**src/rtl/egg_timer_pkg.sv**
```systemverilog
// Shared state encoding, time limits and button indices for the cook timer.
// Time values are 6-bit unsigned and never leave the range 0..59.
package egg_timer_pkg;

   typedef enum logic [2:0] {
      ST_IDLE  = 3'd0,
      ST_SET   = 3'd1,
      ST_RUN   = 3'd2,
      ST_PAUSE = 3'd3,
      ST_DONE  = 3'd4
   } state_e;

   localparam logic [5:0] MAX_MIN = 6'd59;
   localparam logic [5:0] MAX_SEC = 6'd59;

   localparam int NUM_BTN  = 4;
   localparam int BTN_COOK = 0;
   localparam int BTN_START = 1;
   localparam int BTN_MIN  = 2;
   localparam int BTN_SEC  = 3;

   // Wrap at max before adding so the sum never exceeds the limit.
   function automatic logic [5:0] inc_wrap(input logic [5:0] v, input logic [5:0] max);
      return (v >= max) ? 6'd0 : v + 6'd1;
   endfunction

endpackage

```
**src/rtl/edge_detect.sv**
```systemverilog
// Registered rising-edge detector: one pulse, one cycle after the edge.
// armed_q stays low until the input is seen low, so a press held through reset is swallowed.
module edge_detect (
   input  logic clock,
   input  logic reset,
   input  logic in,
   output logic pulse
);

   logic prev_q;
   logic armed_q;
   logic pulse_q;

   always_ff @(posedge clock) begin
      if (reset) begin
         prev_q  <= 1'b0;
         armed_q <= 1'b0;
         pulse_q <= 1'b0;
      end else begin
         prev_q  <= in;
         armed_q <= armed_q | ~in;
         pulse_q <= in & ~prev_q & armed_q;
      end
   end

   assign pulse = pulse_q;

endmodule

```
**src/rtl/cook_timer_fsm.sv**
```systemverilog
// Kitchen countdown timer: set mm:ss with buttons, run/pause on start,
// blink the alarm LED in DONE for ALARM_SECS ticks, then fall back to IDLE.
module cook_timer_fsm
   import egg_timer_pkg::*;
#(
   parameter int ALARM_SECS = 10
) (
   input  logic       clock,
   input  logic       reset,
   input  logic       tick_1hz,
   input  logic       cook_time,
   input  logic       start,
   input  logic       minutes,
   input  logic       seconds,
   output logic [5:0] q_minutes,
   output logic [5:0] q_seconds,
   output logic [2:0] state,
   output logic       done,
   output logic [1:0] LED
);

   localparam int ALARM_W = $clog2(ALARM_SECS + 1);
   localparam logic [ALARM_W-1:0] ALARM_LAST = ALARM_W'(ALARM_SECS - 1);

   logic [NUM_BTN-1:0] btn;
   logic [NUM_BTN-1:0] ev;

   state_e             state_q, state_d;
   logic [5:0]         min_q, min_d;
   logic [5:0]         sec_q, sec_d;
   logic [ALARM_W-1:0] alarm_q, alarm_d;
   logic               blink_q, blink_d;

   assign btn[BTN_COOK]  = cook_time;
   assign btn[BTN_START] = start;
   assign btn[BTN_MIN]   = minutes;
   assign btn[BTN_SEC]   = seconds;

   for (genvar g = 0; g < NUM_BTN; g++) begin : g_edge
      edge_detect u_edge (
         .clock (clock),
         .reset (reset),
         .in    (btn[g]),
         .pulse (ev[g])
      );
   end

   always_ff @(posedge clock) begin
      if (reset) begin
         state_q <= ST_IDLE;
         min_q   <= 6'd0;
         sec_q   <= 6'd0;
         alarm_q <= '0;
         blink_q <= 1'b0;
      end else begin
         state_q <= state_d;
         min_q   <= min_d;
         sec_q   <= sec_d;
         alarm_q <= alarm_d;
         blink_q <= blink_d;
      end
   end

   // One event per cycle, highest priority wins: cook > start > min/sec > tick.
   always_comb begin
      state_d = state_q;
      min_d   = min_q;
      sec_d   = sec_q;
      alarm_d = alarm_q;
      blink_d = blink_q;
      if (ev[BTN_COOK]) begin
         state_d = ST_SET;
         alarm_d = '0;
         blink_d = 1'b0;
         if (state_q == ST_IDLE || state_q == ST_DONE) begin
            min_d = 6'd0;
            sec_d = 6'd0;
         end
      end else if (ev[BTN_START]) begin
         case (state_q)
            ST_SET:   if (min_q != 6'd0 || sec_q != 6'd0) state_d = ST_RUN;
            ST_RUN:   state_d = ST_PAUSE;
            ST_PAUSE: state_d = ST_RUN;
            ST_DONE: begin
               state_d = ST_IDLE;
               alarm_d = '0;
               blink_d = 1'b0;
            end
            default: ;
         endcase
      end else if (ev[BTN_MIN] || ev[BTN_SEC]) begin
         if (state_q == ST_SET) begin
            if (ev[BTN_MIN]) min_d = inc_wrap(min_q, MAX_MIN);
            if (ev[BTN_SEC]) sec_d = inc_wrap(sec_q, MAX_SEC);
         end
      end else if (tick_1hz) begin
         case (state_q)
            ST_RUN: begin
               if (sec_q != 6'd0) begin
                  sec_d = sec_q - 6'd1;
               end else begin
                  min_d = min_q - 6'd1;
                  sec_d = MAX_SEC;
               end
               if (min_q == 6'd0 && sec_q == 6'd1) begin
                  state_d = ST_DONE;
                  alarm_d = '0;
                  blink_d = 1'b1;
               end
            end
            ST_DONE: begin
               if (alarm_q == ALARM_LAST) begin
                  state_d = ST_IDLE;
                  alarm_d = '0;
                  blink_d = 1'b0;
               end else begin
                  alarm_d = alarm_q + ALARM_W'(1);
                  blink_d = ~blink_q;
               end
            end
            default: ;
         endcase
      end
   end

   always_comb begin
      state     = state_q;
      q_minutes = min_q;
      q_seconds = sec_q;
      done      = (state_q == ST_DONE);
      LED[0]    = (state_q == ST_RUN);
      LED[1]    = blink_q & (state_q == ST_DONE);
   end

endmodule
```
**config.mk**
```make
export PLATFORM = sky130hd
export DESIGN_NAME = cook_timer_fsm
export DESIGN_NICKNAME = d
export VERILOG_FILES = /design/src/rtl/egg_timer_pkg.sv /design/src/rtl/edge_detect.sv /design/src/rtl/cook_timer_fsm.sv
export SDC_FILE = /design/constraint.sdc
export NUM_CORES = 1
export LEC_CHECK = 0
export CORE_MARGIN = 5
export CORE_UTILIZATION = 35
export DETAILED_ROUTE_END_ITERATION = 12
export PLACE_DENSITY = 0.58
export SYNTH_ARGS = -nofsm -noshare
export SYNTH_HDL_FRONTEND = slang
export SYNTH_HIERARCHICAL = 1
export SYNTH_SLANG_ARGS = --single-unit
```
**constraint.sdc**
```tcl
create_clock -name clock -period 1.9 [get_ports clock]
set_input_delay 0.38 -clock clock [delete_from_list [all_inputs] [get_ports clock]]
set_output_delay 0.38 -clock clock [all_outputs]
set_load 0.02 [all_outputs]
```
==> results of run 1 <==
layer usage:
metal | track usage | wire [um]
met4 | 0.0532 | 68
met3 | 0.0262 | 284
met1 | 0.196 | 2370
met2 | 0.232 | 2230
met5 | 0 | 0
per-stage QoR:
step	total power [W]	std cells	cell area (um^2)	utilization	setup slack, ns
after floorplan	0.000991	235	2010	-	0.0131
after global placement	0.00115	351	2530	0.459	-0.297
after detailed placement	0.00115	351	2530	0.459	-0.368
after CTS	0.00182	359	2640	0.480	0.00214
after global routing	0.00193	360	2710	0.492	-0.0402
final	0.00181	360	2710	0.492	0.0671
logic make-up after synthesis:
family          after synthesis
mux                           7
flops                        32
xor+xnor                      3
compound gates               70
buf+inv                      28
fa+ha+maj                     8
simple gates                 87
power by group through the flow:
stage / combinational [W] / sequential (W) / clock [W]
2_1_floorplan: 0.000223 / 0.000768 / 0
3_3_place_gp: 0.000397 / 0.000752 / 0
3_5_place_dp: 0.000399 / 0.000752 / 0
4_1_cts: 0.000402 / 0.000737 / 0.000677
5_1_grt: 0.000466 / 0.000745 / 0.000721
6_report: 0.000422 / 0.000739 / 0.000649
state kept, by name, indices dropped and copies added (netlist names):
| name | count |
|---|---|
| g_edge.u_edge/prev_q | 4 |
| blink_q | 1 |
| state | 3 |
| g_edge.u_edge/pulse | 4 |
| g_edge.u_edge/armed_q | 4 |
| alarm_q | 4 |
| q_seconds | 6 |
| q_minutes | 6 |
cells in the final DEF, fill, tap and decap left out, drive strengths merged, types with 2 or more instances in the layout:
cell type,instances
a211oi,3
a21oi,20
a221oi,3
a311o,2
a31oi,3
a41o,2
buf,34
clkbuf,7
clkdlybuf4s50,21
dfxtp,32
dlygate4sd2,2
ha,8
inv,15
mux2i,7
nand2,12
nand2b,3
nand3,11
nand4,3
nor2,18
nor2b,7
nor3,6
nor3b,10
nor4,2
o2111ai,2
o211a,2
o211ai,3
o21a,2
o21ai,12
o22ai,4
o31ai,6
or2,3
or3,5
xnor2,2
what timing repair did:
item,CTS,global route
gates resized for setup,8,16
pin swaps,0,1
hold buffers,0,0
setup buffers,0,1
gates cloned,0,0
endpoints found under the setup margin,10,14
how the worst min path moves through the flow:
stage	from	end	slack (ns)	cells past startpoint
floorplan	g_edge[0].u_edge/prev_q$_SDFF_PP0_	g_edge[0].u_edge/pulse$_SDFF_PP0_	0.39	1
global placement	g_edge[0].u_edge/prev_q$_SDFF_PP0_	g_edge[0].u_edge/pulse$_SDFF_PP0_	0.39	1
detailed placement	g_edge[1].u_edge/prev_q$_SDFF_PP0_	g_edge[1].u_edge/pulse$_SDFF_PP0_	0.40	1
CTS	g_edge[3].u_edge/prev_q$_SDFF_PP0_	g_edge[3].u_edge/pulse$_SDFF_PP0_	0.41	1
global route	g_edge[0].u_edge/prev_q$_SDFF_PP0_	g_edge[0].u_edge/pulse$_SDFF_PP0_	0.42	1
finish	g_edge[3].u_edge/prev_q$_SDFF_PP0_	g_edge[3].u_edge/pulse$_SDFF_PP0_	0.40	1
layout make-up:
class	count	area, um^2	area share
Timing Repair Buffer	58	492	0.182
Sequential cell	32	649	0.240
Clock inverter	2	35.0	0.0129
Clock buffer	6	72.6	0.0268
Multi-Input combinational cell	175	1310	0.485
Inverter	15	56.3	0.0208
Tap cell	72	90.1	0.0333
==> results.sh, run 1 <==
export IMPL_endpoint_kind="primary output"
export IMPL_viasPerCell=5.21
export IMPL_power_switching_w=0.000505
export IMPL_wire_per_inst_um=13.7
export IMPL_ir_drop_mv=0.415
export IMPL_slew_violations=0
export IMPL_synthCells=235
export IMPL_yosysTopAreaCellShare=0.322
export IMPL_worst_path_max_delay_cell="clkdlybuf4s50_1"
export IMPL_synthXorXnorAreaFrac=0.0132
export IMPL_path_buf_inv=1
export IMPL_post_route_period_util=0.965
export IMPL_cp_num_cells=1
export IMPL_synth_seq_cells=32
export IMPL_areaGrowthSynthToFinish_pct=36.0
export IMPL_synth_mux_area_fraction=0.0352
export IMPL_path_delay_family="buffers and inverters"
export IMPL_clock_root_buffer="clkbuf_8"
export IMPL_cts_sinks=32
export IMPL_startpoint_type="flip-flop"
export IMPL_status="completed"
export IMPL_cts_buffers=5
export IMPL_syn_area_mm2=0.00199
export IMPL_synth_top_area_cell="dfxtp_1"
export IMPL_critPathLaunch="q_seconds[3]$_SDFFE_PP0P_"
export IMPL_ff2ff_setup_slack_ns=0.14
export IMPL_cpPeakStageDelay_ns=0.66
export IMPL_gp_congestion=0.838
export IMPL_drv_cap=0
export IMPL_synth_async_reset_ratio=0
export IMPL_synth_adder_area_share=0.0503
export IMPL_setup_viol=0
export IMPL_rr_endpoint="alarm_q[2]$_SDFFE_PP0P_"
export IMPL_io_pins=25
export IMPL_pwr_share_clk=0.359
export IMPL_synth_edff_count=0
export IMPL_power_density_mw_per_mm2=668
export IMPL_p_leak_nw=1.07
export IMPL_wl_um=4950
export IMPL_yosys_top_cells_count="dfxtp_1 (32), a21oi_1 (20), nor2_1 (18)"
export IMPL_yosysMostFrequentCell="dfxtp_1"
export IMPL_hpwl_um=3500
export IMPL_cp_arrival_ns=1.45
export IMPL_grt_pass1_vias=1869
export IMPL_drive_above_1_share=0.271
export IMPL_critPathCapture="q_seconds[3]"
export IMPL_antenna_found_initial=0
export IMPL_min_path_type="flip-flop to flip-flop"
export IMPL_synthFlopType="dfxtp_1"
export IMPL_yosysWarnings=6
export IMPL_diodes=0
export IMPL_grt_max_degree=25
export IMPL_dieArea_mm2=0.00730
export IMPL_clk_pin_slew_ns=0.07
export IMPL_coreArea_mm2=0.00551
export IMPL_drcViolationCount=0
export IMPL_avgSynthCellArea_um2=8.48
export IMPL_grt_overflow=0
export IMPL_drt_iter0_markers=83
export IMPL_yosysUniqueCellTypes=52
export IMPL_synth_nets=250
export IMPL_dieHeight_um=85.4
export IMPL_grt_pass1_wl_um=8790
export IMPL_final_hold_violation_count=0
export IMPL_seqPwrFrac=0.408
export IMPL_final_nets=302
export IMPL_die_width_um=85.4
export IMPL_path_class="flip-flop to primary output"
export IMPL_grt_total_usage=0.146
export IMPL_synth_area_leaders="dfxtp_1 (32%), a21oi_1 (5.0%), ha_1 (5.0%), nor3b_2 (4.4%), mux2i_1 (3.5%)"
export IMPL_cts_htree_levels=2
export IMPL_synth_top_family_by_area="simple AND/OR/NAND/NOR gates"
export IMPL_crit_chain="clkdlybuf4s50_1"
export IMPL_rows=27
export IMPL_synthSimpleGateAreaFrac=0.281
export IMPL_io_buffers=24
export IMPL_via_count=1875
export IMPL_clock_latency_ns=0.29
export IMPL_seq_area_frac_synth=0.322
export IMPL_drt_first_pass_iters=4
export IMPL_clk_path_buf_depth=2
export IMPL_worstMarginPinSlew_ns=0.483
export IMPL_start_util=0.362
export IMPL_hold_worst_slack_ns=0.403
export IMPL_period_minus_slack_ns=1.83
export IMPL_maxSlewHeadroom=0.676
export IMPL_cp_max_fo=13
export IMPL_antenna_left=0
export IMPL_fillers=545
export IMPL_finClkSkew_ns=0.00726
export IMPL_setup_tns_ns=0
export IMPL_synth_compound_area_share=0.239
export IMPL_r2r_cells=8
export IMPL_switching_share=0.279
export IMPL_cts_tree="yes"
export IMPL_timing_fmax_mhz=546
export IMPL_combPwrFrac=0.233
export IMPL_required_ns=1.52
export IMPL_reg2reg_from="q_minutes[0]$_SDFFE_PP0P_"
export IMPL_p_int_w=0.00131
No activity file was read; power rests on OpenSTA's default activity.
==> run 2, diff against run 1 <==
Settings changed: CORE_MARGIN 5 to default, GPL_TIMING_DRIVEN from default to 0, SLEW_MARGIN from default to 25.
==> run 2 against run 1 <==
Net effect: the run now ends with DRC left; cell count fell by 3.9%; clock-buffer cell count fell by 1; first-iteration DRC count grew 55%; critical path depth grew 6; utilization down 1.7 points; sequential cell count is the same; via count is 1.1% higher; critical path type is now input port to flip-flop; clock skew increased by 0.0036 ns; worst hold slack worse by 0.017 ns; clock power decreased by 16%; power shrank 7.0%.
==> results.sh, run 2 (synthesis results as in run 1) <==
export IMPL_min_path_type="flip-flop to flip-flop"
export IMPL_layout_common_cells="a21oi_1 (20), dfxtp_1 (20), clkdlybuf4s50_1 (20)"
export IMPL_cts_htree_levels=2
export IMPL_via_count=1895
export IMPL_wire_per_inst_um=14.2
export IMPL_drcViolationCount=2
export IMPL_setup_tns_ns=0
export IMPL_finClkSkew_ns=0.0109
export IMPL_antenna_left=0
export IMPL_violations="DRC"
export IMPL_io_pins=25
export IMPL_coreArea_mm2=0.00551
export IMPL_regArea_um2=666
export IMPL_clock_root_buffer="clkbuf_8"
export IMPL_clk_pin_slew_ns=0.08
export IMPL_post_route_period_util=0.970
export IMPL_grt_overflow=0
export IMPL_power_density_mw_per_mm2=644
export IMPL_maxSlewHeadroom=0.420
export IMPL_dieHeight_um=77.4
export IMPL_period_minus_slack_ns=1.84
export IMPL_cts_buffers=5
export IMPL_timing_fmax_mhz=543
export IMPL_drive_above_1_share=0.245
export IMPL_cts_tree="yes"
export IMPL_required_ns=2.08
export IMPL_cp_max_fo=8
export IMPL_dieArea_mm2=0.00600
export IMPL_drv_cap=0
export IMPL_p_leak_nw=1.00
export IMPL_fillers=540
export IMPL_clk_path_buf_depth=2
export IMPL_final_nets=288
export IMPL_hold_worst_slack_ns=0.387
export IMPL_grt_total_usage=0.177
export IMPL_startpoint_type="input port"
export IMPL_power_w=0.00168
export IMPL_grt_pass1_vias=1821
export IMPL_die_width_um=77.4
export IMPL_worstMarginPinSlew_ns=0.869
export IMPL_setup_viol=0
export IMPL_drt_iter0_markers=129
export IMPL_status="complete, but fails checks"
export IMPL_final_hold_violation_count=0
export IMPL_drt_first_pass_iters=8
export IMPL_path_class="input port to flip-flop"
export IMPL_hpwl_um=3340
export IMPL_placed_area_mm2=0.00234
export IMPL_endpoint_kind="flip-flop"
export IMPL_diodes=0
export IMPL_wl_um=4910
export IMPL_rows=27
export IMPL_grt_max_degree=13
export IMPL_ir_drop_mv=0.454
export IMPL_cts_sinks=32
export IMPL_start_util=0.362
export IMPL_grt_pass1_wl_um=8670
export IMPL_multi_input_area_mm2=0.00132
export IMPL_gp_congestion=0.810
export IMPL_areaGrowthSynthToFinish_pct=31.2
export IMPL_final_area_mm2=0.00261
export IMPL_io_buffers=24
export IMPL_viasPerCell=5.48
export IMPL_slew_violations=0
export IMPL_clock_latency_ns=0.29
export IMPL_cp_arrival_ns=2.02
export IMPL_antenna_found_initial=0
run 2: cell count changes in the layout (fill, tap and decap cells not counted), sizes merged:
cell and delta:
buf -22, clkbuf +6, clkdlybuf4s50 -1, dlygate4sd2 +2, bufinv -1, clkinvlp +2
run 2: what timing repair did:
item                       4_1_cts  5_1_grt
setup endpoints to repair       23       23
buffers inserted                 4        5
gates resized for setup         11       33
cloned                           0        0
hold buffers                     0        0
pin swaps                        2        6
run 2: power breakdown:
part / internal [W] / total, W / switching, W
Clock: 0.000259 / 0.000542 / 0.000283
Sequential: 0.000702 / 0.000744 / 0.0000425
Combinational: 0.000196 / 0.000396 / 0.000201
Total: 0.00116 / 0.00168 / 0.000526
run 2: metal layers:
layer  track usage  vias up  part of all wire
met4        0.0566        0            0.0082
met3        0.0365        6             0.036
met1         0.241      899              0.50
li1              -      947                 -
met2         0.277       43              0.45
met5             0        -                 0
run 2: path summary, 6_finish.rpt:
kind | startpoint | to | slack (ns) | depth (start not counted)
hold reg to reg | g_edge[2].u_edge/prev_q$_SDFF_PP0_ | g_edge[2].u_edge/pulse$_SDFF_PP0_ | 0.39 | 1
hold / removal | g_edge[2].u_edge/prev_q$_SDFF_PP0_ | g_edge[2].u_edge/pulse$_SDFF_PP0_ | 0.39 | 1
setup / recovery | tick_1hz | q_minutes[3]$_SDFFE_PP0P_ | 0.06 | 7
setup reg to reg | q_minutes[0]$_SDFFE_PP0P_ | alarm_q[2]$_SDFFE_PP0P_ | 0.07 | 7
run 2: final cells by class:
cell class	count	share of cell area
inverters	15	0.0225
clock inverters	3	0.00910
plain buffers	11	0.0254
repair buffers	33	0.121
clock buffers	5	0.0263
multi-input cells	175	0.507
flip-flops and latches	32	0.255
well taps	72	0.0345
run 2: critical path: stages:
cell	delay [ns]
clkdlybuf4s50_1	0.53
and4bb_1	0.27
a41oi_2	0.16
nor3b_4	0.24
buf_12	0.15
o21ai_1	0.06
a32o_1	0.22
run 2: through the flow:
step,cells,util,setup WS (ns)
5_1_grt,346,0.474,-0.00290
3_3_place_gp,331,0.426,-0.584
4_1_cts,343,0.456,0.0108
2_1_floorplan,235,-,0.0131
3_5_place_dp,331,0.426,-0.603
6_report,346,0.474,0.0575
==> run 3, diff against run 2 <==
Settings changed: GPL_TIMING_DRIVEN 0 to default.
==> run 3 against run 2 <==
Net effect: the run still ends with DRC left; first-iteration DRC count is 22% lower; fmax is 0.31% higher; routed wire length is 2.5% lower; clock skew is 0.0025 ns lower; worst hold slack better by 0.017 ns; power is 7.1% higher; clock-buffer cell count is 1 higher; sequential power hardly changed; combinational power is 6.1% higher; register-to-register slack better by 0.05 ns.
==> results.sh, run 3 (synthesis results as in run 1) <==
export IMPL_grt_total_usage=0.165
export IMPL_via_count=1888
export IMPL_final_area_mm2=0.00271
export IMPL_slew_violations=0
export IMPL_power_density_mw_per_mm2=666
export IMPL_clock_latency_ns=0.29
export IMPL_die_width_um=77.4
export IMPL_final_nets=303
export IMPL_io_buffers=24
export IMPL_cts_sinks=32
export IMPL_cts_htree_levels=2
export IMPL_cp_max_fo=7
export IMPL_status="complete, but fails checks"
export IMPL_finClkSkew_ns=0.00840
export IMPL_min_path_type="flip-flop to flip-flop"
export IMPL_placed_area_mm2=0.00252
export IMPL_cts_hold_buf=0
export IMPL_grt_busiest_layer="met2"
export IMPL_setup_viol=0
export IMPL_diodes=0
export IMPL_dieArea_mm2=0.00600
export IMPL_grt_overflow=0
export IMPL_timing_fmax_mhz=544
export IMPL_drt_first_pass_iters=8
export IMPL_wl_um=4790
export IMPL_cts_buffers=5
export IMPL_areaGrowthSynthToFinish_pct=35.9
export IMPL_worst_path_max_delay_cell="clkdlybuf4s50_1"
export IMPL_path_class="flip-flop to primary output"
export IMPL_mostFrequentLayoutCell="buf_4"
export IMPL_clk_path_buf_depth=2
export IMPL_met2_usage=0.258
export IMPL_hpwl_um=3400
export IMPL_startpoint_type="flip-flop"
export IMPL_fin_util=0.492
export IMPL_cp_arrival_ns=1.46
export IMPL_endpoint_kind="primary output"
export IMPL_antenna_found_initial=0
export IMPL_post_route_period_util=0.967
export IMPL_worstMarginPinSlew_ns=0.398
export IMPL_antenna_left=0
export IMPL_clock_root_buffer="clkbuf_8"
export IMPL_rows=27
export IMPL_drcViolationCount=2
export IMPL_coreArea_mm2=0.00551
export IMPL_dieHeight_um=77.4
export IMPL_ir_drop_mv=0.329
export IMPL_grtUsageMet3=0.0353
export IMPL_required_ns=1.52
export IMPL_violations="DRC"
export IMPL_maxSlewHeadroom=0.734
export IMPL_viasPerCell=5.23
export IMPL_grt_max_degree=16
export IMPL_drv_cap=0
export IMPL_p_leak_nw=1.08
export IMPL_final_hold_violation_count=0
export IMPL_drive_above_1_share=0.260
export IMPL_clk_pin_slew_ns=0.07
export IMPL_grt_pass1_vias=1741
export IMPL_globalRouteMet1Util=0.224
export IMPL_wire_per_inst_um=13.3
export IMPL_gp_congestion=0.800
export IMPL_fillers=513
export IMPL_start_util=0.362
export IMPL_period_minus_slack_ns=1.84
export IMPL_crit_chain="buf_4 > clkdlybuf4s50_1"
export IMPL_layout_common_cells="buf_4 (34), dfxtp_1 (25), clkdlybuf4s50_1 (21)"
export IMPL_cts_tree="yes"
export IMPL_drt_iter0_markers=101
export IMPL_grt_pass1_wl_um=7980
export IMPL_cpPeakStageDelay_ns=0.61
export IMPL_io_pins=25
[run 3: cell count changes in the layout (fill, tap and decap cells not counted), sizes merged]
cell,previous run,this run
buf,12,35
bufinv,0,1
clkbuf,13,6
clkdlybuf4s50,20,21
clkinvlp,2,0
dlygate4sd2,4,3
[run 3: final cells by class]
cell class                 count  area, um^2  area share
tap                           72        90.1      0.0333
inverter                      15        56.3      0.0208
sequential                    32         649       0.240
clock inverter                 2        35.0      0.0129
timing repair buffer          59         503       0.186
multi-input combinational    175        1300       0.481
clock buffer                   6        72.6      0.0268
[run 3: what timing repair did]
| action | in CTS | in global routing |
|---|---|---|
| pin swaps | 0 | 3 |
| setup endpoints to repair | 6 | 18 |
| gates resized for setup | 6 | 13 |
| buffers inserted | 0 | 3 |
[run 3: worst max-delay path, delay by kind of cell, from the launching register on]
family                 cells  cell delay, ns
buffers and inverters      2            0.78
DFF                        1            0.39
[run 3: per-stage QoR]
| step | setup slack (ns) | setup TNS (ns) | hold slack (ns) | total power [W] | instances |
|---|---|---|---|---|---|
| finish | 0.0631 | 0 | 0.403 | 0.00180 | 361 |
| global placement | -0.213 | -1.17 | 0.392 | 0.00115 | 350 |
| CTS | 0.0102 | 0 | 0.409 | 0.00180 | 358 |
| global route | -0.0159 | -0.0275 | 0.429 | 0.00190 | 361 |
| detailed placement | -0.220 | -1.29 | 0.399 | 0.00115 | 350 |
| floorplan | 0.0131 | 0 | 0.391 | 0.000991 | 235 |
[run 3: worst paths after layout]
check                                          start                                 to  slack, ns  depth (start not counted)
setup / recovery           q_seconds[4]$_SDFFE_PP0P_                       q_seconds[4]       0.06                          2
hold reg to reg   g_edge[0].u_edge/prev_q$_SDFF_PP0_  g_edge[0].u_edge/pulse$_SDFF_PP0_       0.40                          1
hold / removal    g_edge[0].u_edge/prev_q$_SDFF_PP0_  g_edge[0].u_edge/pulse$_SDFF_PP0_       0.40                          1
setup reg to reg           q_minutes[1]$_SDFFE_PP0P_            alarm_q[2]$_SDFFE_PP0P_       0.12                          8
[run 3: report_power, final]
group / total [W] / switching (W) / internal (W)
Combinational: 0.000420 / 0.000203 / 0.000217
Clock: 0.000641 / 0.000252 / 0.000389
Sequential: 0.000742 / 0.0000381 / 0.000704
Total: 0.00180 / 0.000493 / 0.00131
[run 3: layer usage]
| metal | vias up | wire length [um] |
|---|---|---|
| met5 | - | 0 |
| met4 | 0 | 31 |
| met3 | 4 | 150 |
| met2 | 39 | 2210 |
| met1 | 877 | 2390 |
| li1 | 968 | - |
